--- config.mk ---
export PLATFORM = sky130hd
export DESIGN_NAME = seq_burst_ctrl
export DESIGN_NICKNAME = d
export VERILOG_FILES = /design/src/rtl/seq_burst_ctrl.sv
export SDC_FILE = /design/constraint.sdc
export NUM_CORES = 1
export LEC_CHECK = 0
export ABC_AREA = 1
export CAP_MARGIN = 20
export CORE_MARGIN = 10
export CORE_UTILIZATION = 54
export CTS_CLUSTER_DIAMETER = 100
export DETAILED_ROUTE_END_ITERATION = 8
export HOLD_SLACK_MARGIN = 0.03
export PLACE_DENSITY = 0.85
export SLEW_MARGIN = 5
export SYNTH_ARGS = -nofsm -noshare
export SYNTH_HDL_FRONTEND = slang
export SYNTH_SLANG_ARGS = --single-unit
--- constraint.sdc ---
create_clock -name clk -period 2.9 [get_ports clk]
set_input_delay 0.435 -clock clk [delete_from_list [all_inputs] [get_ports clk]]
set_output_delay 0.435 -clock clk [all_outputs]
set_load 0.1 [all_outputs]
--- src/rtl/seq_burst_ctrl.sv ---
// seq_burst_ctrl: serial pattern-triggered burst controller.
// Waits for a start handshake, hunts for PATTERN on ser_in, then runs a
// fixed UP_LEN-cycle up-count, loads load_val and counts it down to zero.
// Supports repeat mode, abort and a saturating completed-burst counter.
module seq_burst_ctrl #(
  parameter int unsigned      PAT_W   = 4,
  parameter logic [PAT_W-1:0] PATTERN = 4'b1011,
  parameter int unsigned      UP_LEN  = 8,
  parameter int unsigned      CNT_W   = 8,
  parameter int unsigned      BURST_W = 4
) (
  input  logic               clk,
  input  logic               rst,
  input  logic               start,
  input  logic               abort,
  input  logic               rpt,
  input  logic               ser_in,
  input  logic [CNT_W-1:0]   load_val,
  output logic               ready,
  output logic               busy,
  output logic               det,
  output logic               done,
  output logic [CNT_W-1:0]   up_cnt,
  output logic [CNT_W-1:0]   down_cnt,
  output logic [BURST_W-1:0] bursts,
  output logic [2:0]         state
);

  localparam int unsigned FILL_W = $clog2(PAT_W + 1);
  localparam logic [FILL_W-1:0] FILL_MAX   = FILL_W'(PAT_W);
  localparam logic [FILL_W-1:0] FILL_MATCH = FILL_W'(PAT_W - 1);
  localparam logic [CNT_W-1:0]  UP_LAST    = CNT_W'(UP_LEN - 1);

  typedef enum logic [2:0] {
    S_IDLE      = 3'd0,
    S_INIT      = 3'd1,
    S_DETECT    = 3'd2,
    S_UPCOUNT   = 3'd3,
    S_LOAD      = 3'd4,
    S_DOWNCOUNT = 3'd5
  } state_e;

  state_e             state_q, state_d;
  // Only the PAT_W-1 youngest bits are kept: the oldest one is shifted out
  // by the time the next comparison is made.
  logic [PAT_W-2:0]   shreg_q, shreg_d;
  logic [FILL_W-1:0]  fill_q, fill_d;
  logic [CNT_W-1:0]   up_q, up_d;
  logic [CNT_W-1:0]   down_q, down_d;
  logic [BURST_W-1:0] bursts_q, bursts_d;
  logic [PAT_W-1:0]   nxt;

  // State and datapath registers with synchronous reset.
  always_ff @(posedge clk) begin
    // NOTE: non-blocking assignments so every register samples the old
    // values of the others at the same edge.
    if (rst) begin
      state_q  <= S_IDLE;
      shreg_q  <= '0;
      fill_q   <= '0;
      up_q     <= '0;
      down_q   <= '0;
      bursts_q <= '0;
    end else begin
      state_q  <= state_d;
      shreg_q  <= shreg_d;
      fill_q   <= fill_d;
      up_q     <= up_d;
      down_q   <= down_d;
      bursts_q <= bursts_d;
    end
  end

  // Next-state, datapath updates and Mealy det/done pulses.
  always_comb begin
    // NOTE: every variable gets a default first so no path leaves one
    // unassigned and infers a latch.
    state_d  = state_q;
    shreg_d  = shreg_q;
    fill_d   = fill_q;
    up_d     = up_q;
    down_d   = down_q;
    bursts_d = bursts_q;
    det      = 1'b0;
    done     = 1'b0;
    nxt      = {shreg_q, ser_in};

    if (abort && (state_q != S_IDLE)) begin
      // Abort drops the burst in progress but keeps the burst tally.
      state_d = S_IDLE;
      up_d    = '0;
      down_d  = '0;
    end else begin
      case (state_q)
        S_IDLE: begin
          if (start) state_d = S_INIT;
        end
        S_INIT: begin
          shreg_d  = '0;
          fill_d   = '0;
          bursts_d = '0;
          if (!start) state_d = S_DETECT;
        end
        S_DETECT: begin
          shreg_d = nxt[PAT_W-2:0];
          if (fill_q != FILL_MAX) fill_d = fill_q + 1'b1;
          // A match needs PAT_W fresh bits, counting the one on ser_in now.
          if ((nxt == PATTERN) && (fill_q >= FILL_MATCH)) begin
            det     = 1'b1;
            up_d    = '0;
            state_d = S_UPCOUNT;
          end
        end
        S_UPCOUNT: begin
          // The last value is held so it stays visible after the phase.
          if (up_q == UP_LAST) state_d = S_LOAD;
          else                 up_d    = up_q + 1'b1;
        end
        S_LOAD: begin
          down_d  = load_val;
          state_d = S_DOWNCOUNT;
        end
        S_DOWNCOUNT: begin
          if (down_q != '0) begin
            down_d = down_q - 1'b1;
          end else begin
            done = 1'b1;
            if (bursts_q != '1) bursts_d = bursts_q + 1'b1;
            // Start every pattern hunt from an empty history.
            shreg_d = '0;
            fill_d  = '0;
            state_d = rpt ? S_DETECT : S_IDLE;
          end
        end
        default: state_d = S_IDLE;
      endcase
    end
  end

  assign ready    = (state_q == S_IDLE);
  assign busy     = !ready;
  assign up_cnt   = up_q;
  assign down_cnt = down_q;
  assign bursts   = bursts_q;
  assign state    = state_q;

endmodule

==> metrics.txt <==
# TYPE chip_impl_metric gauge
chip_impl_info{name="status",value="finished clean"} 1
chip_impl_metric{name="placement.io_buffers",unit=""} 40
chip_impl_info{name="end_kind",value="output port"} 1
chip_impl_metric{name="cts_resized",unit=""} 0
chip_impl_info{name="most_common_cell_after_layout_fill_and_taps_aside",value="sky130_fd_sc_hd__nand2_1"} 1
chip_impl_metric{name="worst_clock_skew",unit="ns"} 0.00677
chip_impl_info{name="dominant_cell_type_by_area_after_synthesis",value="sky130_fd_sc_hd__dfxtp_1"} 1
chip_impl_metric{name="synth-async-reset-ratio",unit="%"} 0
chip_impl_metric{name="detail_route.wirelength",unit="um"} 4410
chip_impl_info{name="yosys-top-cells-area",value="sky130_fd_sc_hd__dfxtp_1 (32%), sky130_fd_sc_hd__nand2_1 (15%), sky130_fd_sc_hd__nor2_1 (9.5%), sky130_fd_sc_hd__a21oi_1 (7.1%), sky130_fd_sc_hd__inv_1 (5.8%)"} 1
chip_impl_metric{name="core.rowCount",unit=""} 21
chip_impl_metric{name="ir_drop",unit="uV"} 729
chip_impl_metric{name="cts.repair_timing.setup_buffer_count",unit=""} 0
chip_impl_metric{name="ant_nets",unit=""} 0
chip_impl_metric{name="nets",unit=""} 347
chip_impl_info{name="tritoncts",value="yes"} 1
chip_impl_metric{name="syn-cell-area",unit="um2"} 1830
chip_impl_metric{name="max-clock-path-buffers",unit=""} 2
chip_impl_metric{name="synthDistinctLibCells",unit=""} 29
chip_impl_metric{name="grt_pass1_wl",unit="um"} 7730
chip_impl_metric{name="synth_warnings",unit=""} 0
chip_impl_info{name="cp-endpoint",value="done"} 1
chip_impl_metric{name="antenna-diode-count",unit=""} 0
chip_impl_metric{name="ctsHtreeMaxLevel",unit=""} 2
chip_impl_metric{name="clk-insertion-delay-late",unit="ns"} 0.33
chip_impl_metric{name="postSynthRegisterBits",unit=""} 29
chip_impl_metric{name="drive_gt1_share",unit="%"} 17.7
chip_impl_metric{name="postSynthNetCount",unit=""} 305
chip_impl_info{name="rsz_0062_raised_after_global_routing",value="false"} 1
chip_impl_metric{name="drcViolationCount",unit=""} 0
chip_impl_metric{name="timing.final.crit_share",unit="%"} 76.8
chip_impl_info{name="mostFrequentLayoutCells",value="sky130_fd_sc_hd__nand2_1 (72), sky130_fd_sc_hd__nor2_1 (45), sky130_fd_sc_hd__inv_1 (28), sky130_fd_sc_hd__a21oi_1 (26), sky130_fd_sc_hd__dfxtp_1 (26)"} 1
chip_impl_metric{name="routed_length_per_instance",unit="um"} 11.8
chip_impl_metric{name="synth_simple_gate_area_share",unit="%"} 38.2
chip_impl_metric{name="initial_utilization",unit="%"} 55.2
chip_impl_metric{name="fmaxAchievable",unit="MHz"} 449
chip_impl_metric{name="xor_xnor_cell_area_share_of_the_yosys_netlist",unit="%"} 1.44
chip_impl_metric{name="required",unit="ns"} 2.47
chip_impl_metric{name="power.total",unit="uW"} 2050
chip_impl_metric{name="final.setup.tns",unit="ns"} 0
chip_impl_metric{name="detailed_place_hpwl",unit="um"} 3460
chip_impl_metric{name="vias_in_the_first_global_route",unit=""} 1790
chip_impl_metric{name="grt_overflow_total",unit=""} 0
chip_impl_metric{name="synth_edf_count",unit=""} 0
chip_impl_metric{name="cts_made_buffers",unit=""} 5
chip_impl_info{name="start_kind",value="flop"} 1
chip_impl_metric{name="floorplan.die_area",unit="um2"} 6110
chip_impl_metric{name="finalHoldViolations",unit=""} 0
chip_impl_metric{name="slew_viol_final",unit=""} 0
chip_impl_metric{name="worstRegToRegCells",unit=""} 8
chip_impl_metric{name="compound_gate_portion_of_the_synthesized_area",unit="%"} 13.7
chip_impl_metric{name="detail_route.first_pass.iterations",unit=""} 5
chip_impl_info{name="worst_setup_path_startpoint",value="state[1]"} 1
chip_impl_metric{name="io_pins",unit=""} 41
chip_impl_info{name="criticalPathCategory",value="reg -> out"} 1
chip_impl_metric{name="gr-usage-all-layers",unit="%"} 14.8
chip_impl_metric{name="synth.mux.area_fraction",unit="%"} 1.10
chip_impl_metric{name="number_of_antenna_violations_at_the_first_check_in_global_routing",unit=""} 0
chip_impl_metric{name="routed_via_density",unit=""} 5.02
chip_impl_metric{name="worst_slew_pin_slew",unit="ns"} 0.423
chip_impl_info{name="yosys_most_used_dff",value="sky130_fd_sc_hd__dfxtp_1"} 1
chip_impl_metric{name="synthToLayoutAreaGrowth",unit="%"} 24.3
chip_impl_metric{name="die_y",unit="um"} 78.2
chip_impl_metric{name="area.sequential",unit="um2"} 584
chip_impl_metric{name="hold_buffers",unit=""} 0
chip_impl_metric{name="dieWidth",unit="um"} 78.2
chip_impl_metric{name="clk_transition_reported_paths",unit="ns"} 0.08
chip_impl_metric{name="detailroute.via_count",unit=""} 1872
chip_impl_metric{name="post_synth.cell_area_avg",unit="um2"} 6.43
chip_impl_metric{name="initial_drc_count",unit=""} 77
chip_impl_metric{name="yosys.area_share.adder",unit="%"} 4.79
chip_impl_metric{name="regToRegSetupSlack",unit="ns"} 1.03
chip_impl_metric{name="worst_slew_margin_rel",unit="%"} 71.7
chip_impl_metric{name="cts_sink_cnt",unit=""} 29
chip_impl_metric{name="total_leakage_power",unit="uW"} 0.000995
chip_impl_info{name="reg2reg_from",value="down_cnt[0]"} 1
chip_impl_metric{name="cellPowerDensity",unit="nW/um2"} 905
chip_impl_metric{name="synth_seq_area_share",unit="%"} 31.8
chip_impl_info{name="hold_path_class",value="reg -> reg"} 1
chip_impl_metric{name="yosysTopAreaCellShare",unit="%"} 31.8
chip_impl_metric{name="multi_input_gate_area_in_the_final_layout",unit="um2"} 1100
chip_impl_metric{name="crit_fanout",unit=""} 11
chip_impl_info{name="clock_tree.root_cell",value="sky130_fd_sc_hd__clkbuf_4"} 1
chip_impl_metric{name="core_area",unit="um2"} 3310
chip_impl_metric{name="setup-violations-final",unit=""} 0
chip_impl_metric{name="synthesized_netlist_cell_count",unit=""} 284
chip_impl_metric{name="grt_max_degree",unit=""} 14
chip_impl_metric{name="fillerInstances",unit=""} 314
chip_impl_info{name="critical_path.reg2reg.endpoint",value="down_cnt[7]"} 1
chip_impl_metric{name="cp_data_arrival_time",unit="ns"} 1.79
chip_impl_info{name="combinational_family_with_the_most_area_after_synthesis",value="simple AND/OR/NAND/NOR gates"} 1
chip_impl_metric{name="maxCapViolCount",unit=""} 0
chip_impl_metric{name="routabilityCongestion",unit=""} 0.846
chip_impl_metric{name="post-route-min-period",unit="ns"} 2.23
[final cells by class]
class	count	share of cell area, %
Clock buffer	8	2.15
Inverter	33	5.45
Timing Repair Buffer	40	15.8
Multi-Input combinational cell	217	48.4
Tap cell	46	2.53
Sequential cell	29	25.7
[worst min path at each step]
stage | start | to | cells after the start
2_1_floorplan | shreg_q[2] | shreg_q[2] | 2
3_5_place_dp | shreg_q[2] | shreg_q[2] | 2
6_report | shreg_q[2] | shreg_q[2] | 2
4_1_cts | shreg_q[2] | shreg_q[2] | 2
3_3_place_gp | shreg_q[2] | shreg_q[2] | 2
5_1_grt | shreg_q[2] | shreg_q[2] | 2
[synth_stat cells (2+ instances only)]
| library cell | number |
|---|---|
| sky130_fd_sc_hd__ha_1 | 7 |
| sky130_fd_sc_hd__nor3_1 | 4 |
| sky130_fd_sc_hd__o21ai_0 | 8 |
| sky130_fd_sc_hd__nor2_1 | 46 |
| sky130_fd_sc_hd__buf_6 | 2 |
| sky130_fd_sc_hd__xnor2_1 | 2 |
| sky130_fd_sc_hd__nand4_1 | 4 |
| sky130_fd_sc_hd__buf_4 | 2 |
| sky130_fd_sc_hd__o21ai_2 | 2 |
| sky130_fd_sc_hd__a21oi_2 | 2 |
| sky130_fd_sc_hd__nand3_1 | 16 |
| sky130_fd_sc_hd__inv_1 | 28 |
| sky130_fd_sc_hd__nand3_2 | 2 |
| sky130_fd_sc_hd__nor2_2 | 3 |
| sky130_fd_sc_hd__o21ai_1 | 6 |
| sky130_fd_sc_hd__nor2_4 | 2 |
| sky130_fd_sc_hd__dfxtp_1 | 29 |
| sky130_fd_sc_hd__mux2i_1 | 2 |
| sky130_fd_sc_hd__inv_2 | 5 |
| sky130_fd_sc_hd__a21oi_1 | 26 |
| sky130_fd_sc_hd__or2_2 | 2 |
| sky130_fd_sc_hd__nand3b_1 | 4 |
| sky130_fd_sc_hd__nand2_2 | 3 |
| sky130_fd_sc_hd__nand2_1 | 72 |
[stage by stage]
stage	utilization, %	std cells	hold WS, ns	instance area (um2)	setup WS [ns]
after floorplan	-	284	0.440	1850	0.123
after global placement	67.1	365	0.461	2220	0.855
after detailed placement	67.1	365	0.464	2220	0.845
after CTS	68.6	373	0.476	2270	0.650
after global routing	68.6	373	0.503	2270	0.551
final	68.6	373	0.471	2270	0.672
[power by group]
group	switching [uW]	internal [uW]	total, uW
Clock	136	96.5	232
Sequential	86.5	462	549
Combinational	950	323	1270
[sequential cells by signal, indices dropped and copies added (netlist names)]
register / cells
state: 3
fill_q: 3
down_cnt: 8
shreg_q: 3
bursts: 4
up_cnt: 8
[worst max-delay path, stage by stage, from the launching register on]
cell	delay [ns]
sky130_fd_sc_hd__dfxtp_2	0.36
sky130_fd_sc_hd__inv_1	0.12
sky130_fd_sc_hd__nand2_2	0.11
sky130_fd_sc_hd__nor2_4	0.28
sky130_fd_sc_hd__inv_2	0.18
sky130_fd_sc_hd__nor4_4	0.21
sky130_fd_sc_hd__buf_12	0.21
[cells by family after synthesis]
family,after synthesis
mux,2
compound gates,46
xor+xnor,3
simple gates,159
flops,29
fa+ha+maj,7
buf+inv,38
[layer usage]
| metal | wire length, um | global-route usage [%] | share of wire [%] |
|---|---|---|---|
| met5 | 0 | 0 | 0 |
| met4 | 46 | 4.12 | 1.0 |
| met2 | 2060 | 25.1 | 47 |
| met1 | 2040 | 17.2 | 46 |
| met3 | 268 | 5.47 | 6.1 |
(Power assumes the default switching activity.)
